==> config.mk <==
export PLATFORM = sky130hd
export DESIGN_NAME = pipe_stage_reg
export DESIGN_NICKNAME = d
export VERILOG_FILES = /design/src/rtl/pipe_stage_reg.sv
export SDC_FILE = /design/constraint.sdc
export NUM_CORES = 1
export LEC_CHECK = 0
export ABC_AREA = 1
export CORE_UTILIZATION = 40
export DETAILED_ROUTE_END_ITERATION = 8
export MAX_ROUTING_LAYER = met4
export PLACE_DENSITY_LB_ADDON = 0.05
export REMOVE_ABC_BUFFERS = 1
export SLEW_MARGIN = 20
export SYNTH_ARGS = -nofsm -noshare
export SYNTH_HDL_FRONTEND = slang
export SYNTH_SLANG_ARGS = --single-unit
==> constraint.sdc <==
create_clock -name clk -period 2.8 [get_ports clk]
set_clock_uncertainty 0.05 [all_clocks]
set_input_delay 0.84 -clock clk [delete_from_list [all_inputs] [get_ports clk]]
set_output_delay 0.84 -clock clk [all_outputs]
set_load 0.01 [all_outputs]
==> src/rtl/pipe_stage_reg.sv <==
// pipe_stage_reg: handshaked pipeline stage with optional skid entry, stall/flush and starvation counter.
// Flush outranks stall, which outranks the valid/ready handshakes.
module pipe_stage_reg #(
   parameter int                DATA_W     = 128,
   parameter logic [DATA_W-1:0] BUBBLE_VAL = '0,
   parameter bit                SKID_EN    = 1'b1,
   parameter int                CNT_W      = 32
) (
   input  logic              clk,
   input  logic              rst_n,
   input  logic              in_valid,
   output logic              in_ready,
   input  logic [DATA_W-1:0] in_data,
   output logic              out_valid,
   input  logic              out_ready,
   output logic [DATA_W-1:0] out_data,
   input  logic              stall,
   input  logic              flush,
   input  logic              cnt_clr,
   output logic [CNT_W-1:0]  bubble_cnt
);
   typedef enum logic [1:0] {EMPTY, FULL, SKID} state_t;
   state_t              state_q, state_d;
   logic [DATA_W-1:0]   main_q, main_d, skid_q, skid_d;
   logic [CNT_W-1:0]    cnt_q, cnt_d;
   logic                in_fire, out_fire;
   assign out_valid  = (state_q != EMPTY) & ~stall & ~flush;
   // With the skid entry, ready depends only on state, so it never sees out_ready.
   assign in_ready   = rst_n & ~stall & ~flush &
                       (SKID_EN ? (state_q != SKID) : ((state_q == EMPTY) | out_ready));
   assign in_fire    = in_valid & in_ready;
   assign out_fire   = out_valid & out_ready;
   assign out_data   = main_q;
   assign bubble_cnt = cnt_q;
   assign cnt_d      = cnt_clr ? '0 :
                       (~out_valid & out_ready & ~&cnt_q) ? cnt_q + 1'b1 : cnt_q;
   always_comb begin
      state_d = state_q;
      main_d  = main_q;
      skid_d  = skid_q;
      if (flush) begin
         state_d = EMPTY;
         main_d  = BUBBLE_VAL;
         skid_d  = BUBBLE_VAL;
      end else begin
         case (state_q)
            EMPTY: if (in_fire) begin
               state_d = FULL;
               main_d  = in_data;
            end
            FULL: if (in_fire & out_fire) begin
               main_d = in_data;
            end else if (out_fire) begin
               state_d = EMPTY;
            end else if (in_fire) begin
               state_d = SKID;
               skid_d  = in_data;
            end
            SKID: if (out_fire) begin
               state_d = FULL;
               main_d  = skid_q;
            end
            default: state_d = EMPTY;
         endcase
      end
   end
   always_ff @(posedge clk or negedge rst_n) begin
      if (!rst_n) begin
         state_q <= EMPTY;
         main_q  <= BUBBLE_VAL;
         skid_q  <= BUBBLE_VAL;
         cnt_q   <= '0;
      end else begin
         state_q <= state_d;
         main_q  <= main_d;
         skid_q  <= skid_d;
         cnt_q   <= cnt_d;
      end
   end
endmodule

Word level (Yosys, flattened, before mapping). Cells that the tools add are included.

Add/sub/neg operators: 1. Equal/unequal tests: 10. Mux-type cells: 18. Bitwise operators: 13. Reduce and logical (&&, ||, !) cells: 11.

Operator list (count): 128-bit two-way mux (8); 128-bit one-hot mux with 3 select lines (1); 32-bit two-way mux (2); 32-bit by 1-bit adder with 32-bit output, second input constant (1); 32-bit AND reduction (1); 2-bit two-way mux (6); 3-bit != test, second input constant (4); 4-bit AND reduction (3); 1-bit AND (10); 2-bit nonzero test (4); 2-bit != test, second input constant (3); 2-bit one-hot mux with 3 select lines (1); 4-bit != test, second input constant (1); 4-bit nonzero test (1); 1-bit NOT (3); 2-bit by 1-bit == test with 1-bit output, second input constant (1); 2-bit == test, second input constant (1); 2-bit zero test (1); 1-bit zero test (1).

Register bits after elaboration: 290. Input port bits: 135. Output and inout port bits: 162.

Logic depth before layout (Yosys ltp). Gate-level depths: netlist of run 1.

Depth after elaboration: 10. Gate-level depth with buffers: 12.

Least setup slack after synthesis of run 1. Ideal clock, no wire load.

Path kind: input -> register. From: in flush. To: reg main_q[47] (netlist: out_data[47]). Library setup time: 117 ps. Data arrival time: 1900 ps. Path slack: 733 ps. Stages: 10. Buffers on the path: 2. Cell sequence: nor2_1 > nand3_1 > nor2_1 > nand3_1 > nand2_1 > nand3_2 > buf_4 > buf_2 > nand2_1 > nand2_1.

Longest elaborated chain between the ends: 7.

RTL lines: from (decl) (RTL line 18) `input logic flush,`; 1-bit NOT (RTL line 27, 29); 1-bit AND (2 in a row) (RTL line 29) `assign in_ready = rst_n & ~stall & ~flush &`; 1-bit AND (RTL line 31) `assign in_fire = in_valid & in_ready;`; 1-bit AND (RTL line 51) `FULL: if (in_fire & out_fire) begin`; 3-bit != test (no line); 4-bit AND reduction (no line); to (signal assigned) (RTL line 75) `main_q <= main_d;`; to (decl) (RTL line 24) `logic [DATA_W-1:0] main_q, main_d, skid_q, skid_d;`.

Several ways; a longest one is shown, not always the timed one. A chain may end at the register's enable or synchronous reset.

Final worst setup path of run 1.
From: in flush. To: out in_ready.

Longest elaborated chain between the ends: 3.

RTL lines: 1-bit NOT (RTL line 29); 1-bit AND (2 in a row) (RTL line 29); to (decl) (RTL line 12) `output logic in_ready,`.

No other way between the ends.

==> impl_results.md, run 1 <==
- Post-synthesis adder-cell area fraction: 0.0896%
- Gr usage total: 24.5%
- GRT overflow: 0
- Synth Area in Compound Gates: 9.43%
- Die footprint: 35600 sq um
- Post-DP HPWL: 26.2 mm
- Synth cell types: 31
- Die Width: 189 um
- Simple-Gate Fraction of Synth Area: 31.8%
- TritonCTS clock tree: done
- Setup Crit Path Kind: in -> out
- Total Nets Final: 2180
- Cts hold-fix bufs: 0
- Buffers added on ports: roughly 300
- CTS sink cnt: 290
- Row cnt: between 60 and 70
- CP required: 1.91 ns
- DRT Wirelength: 42.0 mm
- Slew Limit Fails: 0
- Area of the mapped netlist: 14000 sq um
- Final setup fails: 0
- Area of the multi-input gates: a little under 6000 sq um
- DR iter-0 viols: 984
- Register Area: 7260 sq um
- Worst-path clk slew: around 0.050 ns
- Pwr/cell area: ~910 nW/um^2
- DRC: 0
- Worst hold path type: in -> async
- H-Tree Depth: 2
- Skew-Pair Late Insertion Delay: 0.50 ns
- CTS Buffer Depth: 3
- Minimum clock period: 2.74 ns
- FF-to-FF Start: state_q[1]
- Hold Vio Cnt, Final: 0
- Final period util: 97.9%
- Total power: 16.9 mW
- Post-DR vias/cell: roughly 5.2
- FMAX: approximately 0.36 GHz
- Syn_area_per_cell: 7.79 sq um
- Area Growth Syn to Fin: 33.3%
- Mux cell area share after synthesis: 0%
- Initial cell density of the core: between 40% and 50%
- Gate Count Post-Synth: 1791
- Final ANT Viol Nets: 0
- Area leader, netlist: dfrtp_1
- CORE AREA: about 34000 sq um
- Unrepaired setup endpoints after global routing: no
- CP Capture Type: primary output
- Worst Tran Pin Value: approximately 0.80 ns
- Post-DP Area: 17600 sq um
- XOR/XNOR Fraction of Synth Area: less than 1%
- Largest family of logic cells by synthesized area: simple AND/OR/NAND/NOR gates
- # IOs: 297
- Design area: 18600 sq um
- Num CTS Buffers: 34
- Slew HR: 46.7%
- Via count: between 10000 and 15000
- Drt wl/cell: 16.7 um
- Largest net degree at the start of global routing: around 180
- Register area share after synthesis: 52.0%
- 1st-pass router iterations: 5
- Yosys reg bits: 290
- Critical Path AT: 1.85 ns
- First-pass GRT wire length: 68.6 mm
- Startpoint class of the critical path: input port
- Fillers: 3260
- Max Cap Viol: 0
- Antenna violations before repair: 2
- Routability cong.: 0.877
- Die H: around 190 um
- Vias in the first global route: around 13000
- Post-CTS Repair Setup Buffers: 0
- Crit path max fanout: 2
- Leakage power: 8.63 nW
- Crit path from: flush
- Worst vdd ir: approximately 0.49 mV
- Synth Warn #: 0
- Layout cell share with drive strength beyond 1: 6.20%
- Share of the synthesized area in the top cell type: 52.0%
- Root Buffer: clkbuf_16
- Area contributors post-synth: dfrtp_1, nand2_1, a21oi_1
- Outcome: finished clean
## final timing paths
check | endpoint | slack [ns] | depth (start not counted)
min in group clk | out_data[38] | 0.42 | 2
max in group asynchronous | skid_q[69] | 1.02 | 3
setup / recovery | in_ready | 0.06 | 5
setup reg to reg | out_data[51] | 0.60 | 12
hold reg to reg | out_data[38] | 0.42 | 2
hold / removal | bubble_cnt[8] | 0.08 | 1
## state kept, by name (all words and copies together), names as in the netlist
signal / cells
bubble_cnt: 32
out_data: 128
skid_q: 128
state_q: 2
## metal layers
metal  global-route usage (%)  vias up  part of all wire, %
met5                        -        -                    0
met4                     7.51        0                  2.5
met3                     3.24       56                  5.4
met2                     37.5      400                   46
met1                     33.8     6342                   46
li1                         -     6382                    -
## power by group
part / switching, mW / leakage [nW] / internal (mW) / total (mW)
sequential: 0.897 / 3.62 / 5.68 / 6.58
combinational: 3.45 / 4.52 / 2.82 / 6.27
clock: 1.72 / 0.493 / 2.37 / 4.09
total: 6.07 / 8.63 / 10.9 / 16.9
## through the flow
step	setup slack, ns	hold WS (ns)	utilization, %	setup TNS, ns	instances
finish	0.0576	0.0782	54.0	0	2521
global route	0.00225	0.0554	54.0	0	2521
CTS	0.0418	0.0573	53.9	0	2518
detailed placement	-0.247	0.407	51.0	-13.87	2462
global placement	-0.211	0.404	51.0	-5.32	2462
floorplan	-5.56	0.446	-	-1425.30	1657
## cell usage after synthesis
cell / count
buf_6: 11
nor2_4: 3
a21oi_2: 1
or2_1: 1
nand3_2: 1
o21ai_1: 1
dfrtp_1: 290
nand2_4: 1
inv_4: 1
buf_2: 64
buf_1: 3
nand3_1: 27
inv_1: 32
clkbuf_1: 47
xnor2_1: 3
a31oi_1: 1
and2_1: 1
a21oi_1: 256
clkinv_1: 1
o21ai_0: 3
nand2_1: 543
nor2_2: 2
buf_4: 9
nand4_1: 147
inv_2: 3
nor2_1: 321
or2_2: 5
nand2_2: 3
xor2_1: 7
nand3b_1: 2
ha_1: 1
## layout make-up
cell class	instances	share of cell area [%]
Timing Repair Buffer	351	20.0
Clock buffer	48	5.13
Multi-Input combinational cell	1330	31.8
Antenna cell	2	0.0269
Inverter	37	0.773
Tap cell	455	3.06
Sequential cell	290	39.0
Clock inverter	8	0.249
## cell usage in the layout, fill, tap and decap left out
cell type and count:
nor2_4 4, clkbuf_16 35, xor2_1 7, ha_1 1, clkinvlp_4 1, o21ai_1 1, a31oi_1 1, clkbuf_1 10
a21oi_1 256, nor2_1 320, diode_2 2, nand3b_1 2, or2_2 5, nand2_2 3, clkinv_2 6, nor2_2 2
and2_1 1, dlygate4sd2_1 2, inv_2 2, buf_12 26, o21ai_0 3, inv_1 32, inv_4 2, or2_4 1
inv_6 1, buf_8 1, clkbuf_8 3, nand3_4 2, buf_16 1, dfrtp_1 290, nand4_1 147, clkinv_1 1
nand2_4 4, nand2_1 540, buf_4 28, clkdlybuf4s50_1 293, xnor2_1 3, a21oi_2 1, nand3_1 26
## cell families after synthesis
logic type	Yosys count
AOI/OAI and AO/OA	262
DFF	290
buffers and inverters	171
and+or+nand+nor	1057
xor gates and xnor gates	10
adders and majority gates	1
## worst max-delay path, cell delays in order
cell and delay (ns):
clkdlybuf4s50_1 0.44, nor2_2 0.14, nand3_1 0.11, inv_1 0.06, dlygate4sd2_1 0.26
## timing repair
| item | 4_1_cts | 5_1_grt |
|---|---|---|
| endpoints found under the hold margin | 0 | 0 |
| endpoints found under the setup margin | 2 | 0 |
| gates resized for setup | 3 | 0 |
Note: power is estimated with default switching activity, not from simulation.
==> run 2: changes to the inputs <==
CORE_MARGIN = 5   (was not set)
==> impl_results.md, run 2 (synthesis results as in run 1) <==
- Leakage power: 9.22 nW (was 8.63 nW)
- FMAX: 0.366 GHz (was 0.365 GHz)
- Vias in the first global route: 13500 (was 12800)
- Gr usage total: 23.1% (was 24.5%)
- Antenna violations before repair: 2 (unchanged)
- CTS Buffer Depth: 3 (unchanged)
- CORE AREA: 34500 sq um (unchanged)
- R2r setup slk: 0.59 ns (was 0.60 ns)
- Minimum clock period: 2.73 ns (was 2.74 ns)
- First-pass GRT wire length: 71.8 mm (was 68.6 mm)
- Die Width: 197 um (was 189 um)
- # IOs: 297 (unchanged)
- DR iter-0 viols: 911 (was 984)
- DRT Wirelength: 44.3 mm (was 42.0 mm)
- 1st-pass router iterations: 5 (unchanged)
- Final setup fails: 0 (unchanged)
- Layout cell share with drive strength beyond 1: 11.0% (was 6.20%)
- Max Cap Viol: 0 (unchanged)
- Final period util: 97.5% (was 97.9%)
- Worst Tran Pin Value: 0.849 ns (was 0.800 ns)
- R2R cell count: 11 (was 12)
- Initial cell density of the core: 40.5% (unchanged)
- Core Util, Final: 57.1% (was 54.0%)
- Drt wl/cell: 16.8 um (was 16.7 um)
- Slew HR: 43.4% (was 46.7%)
- Worst vdd ir: 0.638 mV (was 0.494 mV)
- DRC: 0 (unchanged)
- Area Growth Syn to Fin: 40.9% (was 33.3%)
- Final ANT Viol Nets: 0 (unchanged)
- FF-to-FF Start: state_q[1] (unchanged)
- Placed Cells incl. Taps: 2574 (was 2462)
- Most frequent cells in the layout: nand2_1, nor2_1, clkdlybuf4s50_1, dfrtp_1, a21oi_1 (unchanged)
- Critical Path AT: 1.84 ns (was 1.85 ns)
- Unrepaired setup endpoints after global routing: no (unchanged)
- CP Capture Type: primary output (unchanged)
- Skew-Pair Late Insertion Delay: 0.51 ns (was 0.50 ns)
- Setup Crit Path Kind: in -> out (unchanged)
- Num CTS Buffers: 35 (was 34)
- Post-DP HPWL: 28.9 mm (was 26.2 mm)
- Outcome: finished clean (unchanged)
- CTS sink cnt: 290 (unchanged)
- CP required: 1.91 ns (about the same)
- Worst-path clk slew: 0.06 ns (was 0.05 ns)
- Row cnt: 68 (unchanged)
- Hold Vio Cnt, Final: 0 (unchanged)
- Slew Limit Fails: 0 (unchanged)
- Die H: 197 um (was 189 um)
- GRT overflow: 0 (unchanged)
- Via count: 13500 (was 13200)
- Total negative slack: 0 ns (unchanged)
- TritonCTS clock tree: done (unchanged)
- Design area: 19700 sq um (was 18600 sq um)
- Routability cong.: 0.873 (was 0.877)
- Buffers added on ports: 296 (unchanged)
- Largest net degree at the start of global routing: 152 (was 181)
- Total Nets Final: 2292 (was 2180)
- Final std cells w/o fill: 2635 (was 2521)
- Reg2Reg Capture Point: out_data[126] (was out_data[51])
- Pwr/cell area: 892 nW/um^2 (was 910 nW/um^2)
- Post-DR vias/cell: 5.12 (was 5.23)
- Die footprint: 38700 sq um (was 35600 sq um)
- Post-CTS Repair Setup Buffers: 0 (unchanged)
- Worst hold path type: in -> async (unchanged)
- Crit path max fanout: 2 (unchanged)
- Post-DP Area: 18600 sq um (was 17600 sq um)
- Hold WS: 0.399 ns (was 0.0782 ns)
- Root Buffer: clkbuf_16 (unchanged)
- Most common cell after layout, fill and taps aside: nand2_1 (unchanged)
- Startpoint class of the critical path: input port (unchanged)
- H-Tree Depth: 2 (unchanged)
- Fillers: 3201 (was 3260)
[run 2: worst max path at each step]
stage	endpoint	slack (ns)	from
2_1_floorplan	out_data[0]	-5.56	flush
6_report	out_valid	0.07	flush
3_3_place_gp	in_ready	-0.21	flush
5_1_grt	out_valid	0.003	flush
4_1_cts	out_valid	0.07	flush
3_5_place_dp	out_valid	-0.20	flush
[run 2: metrics by stage]
step / power (mW) / worst slack [ns]
floorplan: 9.72 / -5.56
global placement: 13.1 / -0.213
detailed placement: 13.3 / -0.199
CTS: 17.7 / 0.0679
global route: 18.7 / 0.00269
finish: 17.5 / 0.0713
[run 2: repair_timing]
action / in CTS / in global routing
endpoints found under the hold margin: 0 / 0
hold buffers: 0 / 0
endpoints found under the setup margin: 2 / 0
gates resized for setup: 3 / 0
[run 2: area by class of cell]
type / instances / area [sq um] / area share (%)
well taps: 455 / 569 / 2.90
flip-flops and latches: 290 / 7260 / 36.9
clock inverters: 1 / 5.00 / 0.0255
clock buffers: 58 / 1090 / 5.57
inverters: 37 / 144 / 0.732
diodes: 2 / 5.00 / 0.0255
repair buffers: 462 / 4670 / 23.8
multi-input cells: 1330 / 5910 / 30.1
[run 2: critical path: stages]
cell             delay (ns)
clkdlybuf4s50_1        0.44
nor2_2                 0.14
nand2_1                0.09
inv_2                  0.07
dlygate4sd2_1          0.26
[run 2: power by group]
| group | switching [mW] | total [mW] | internal, mW |
|---|---|---|---|
| combinational | 3.54 | 6.61 | 3.07 |
| clock | 1.74 | 4.38 | 2.65 |
| sequential | 0.873 | 6.55 | 5.68 |
[run 2: routing by layer]
| layer | GRT usage, % | routed length [um] | part of all wire (%) |
|---|---|---|---|
| met2 | 36.5 | 20900 | 47 |
| met5 | - | 0 | 0 |
| met4 | 5.24 | 875 | 2.0 |
| met1 | 31.8 | 20300 | 46 |
| met3 | 3.47 | 2240 | 5.1 |
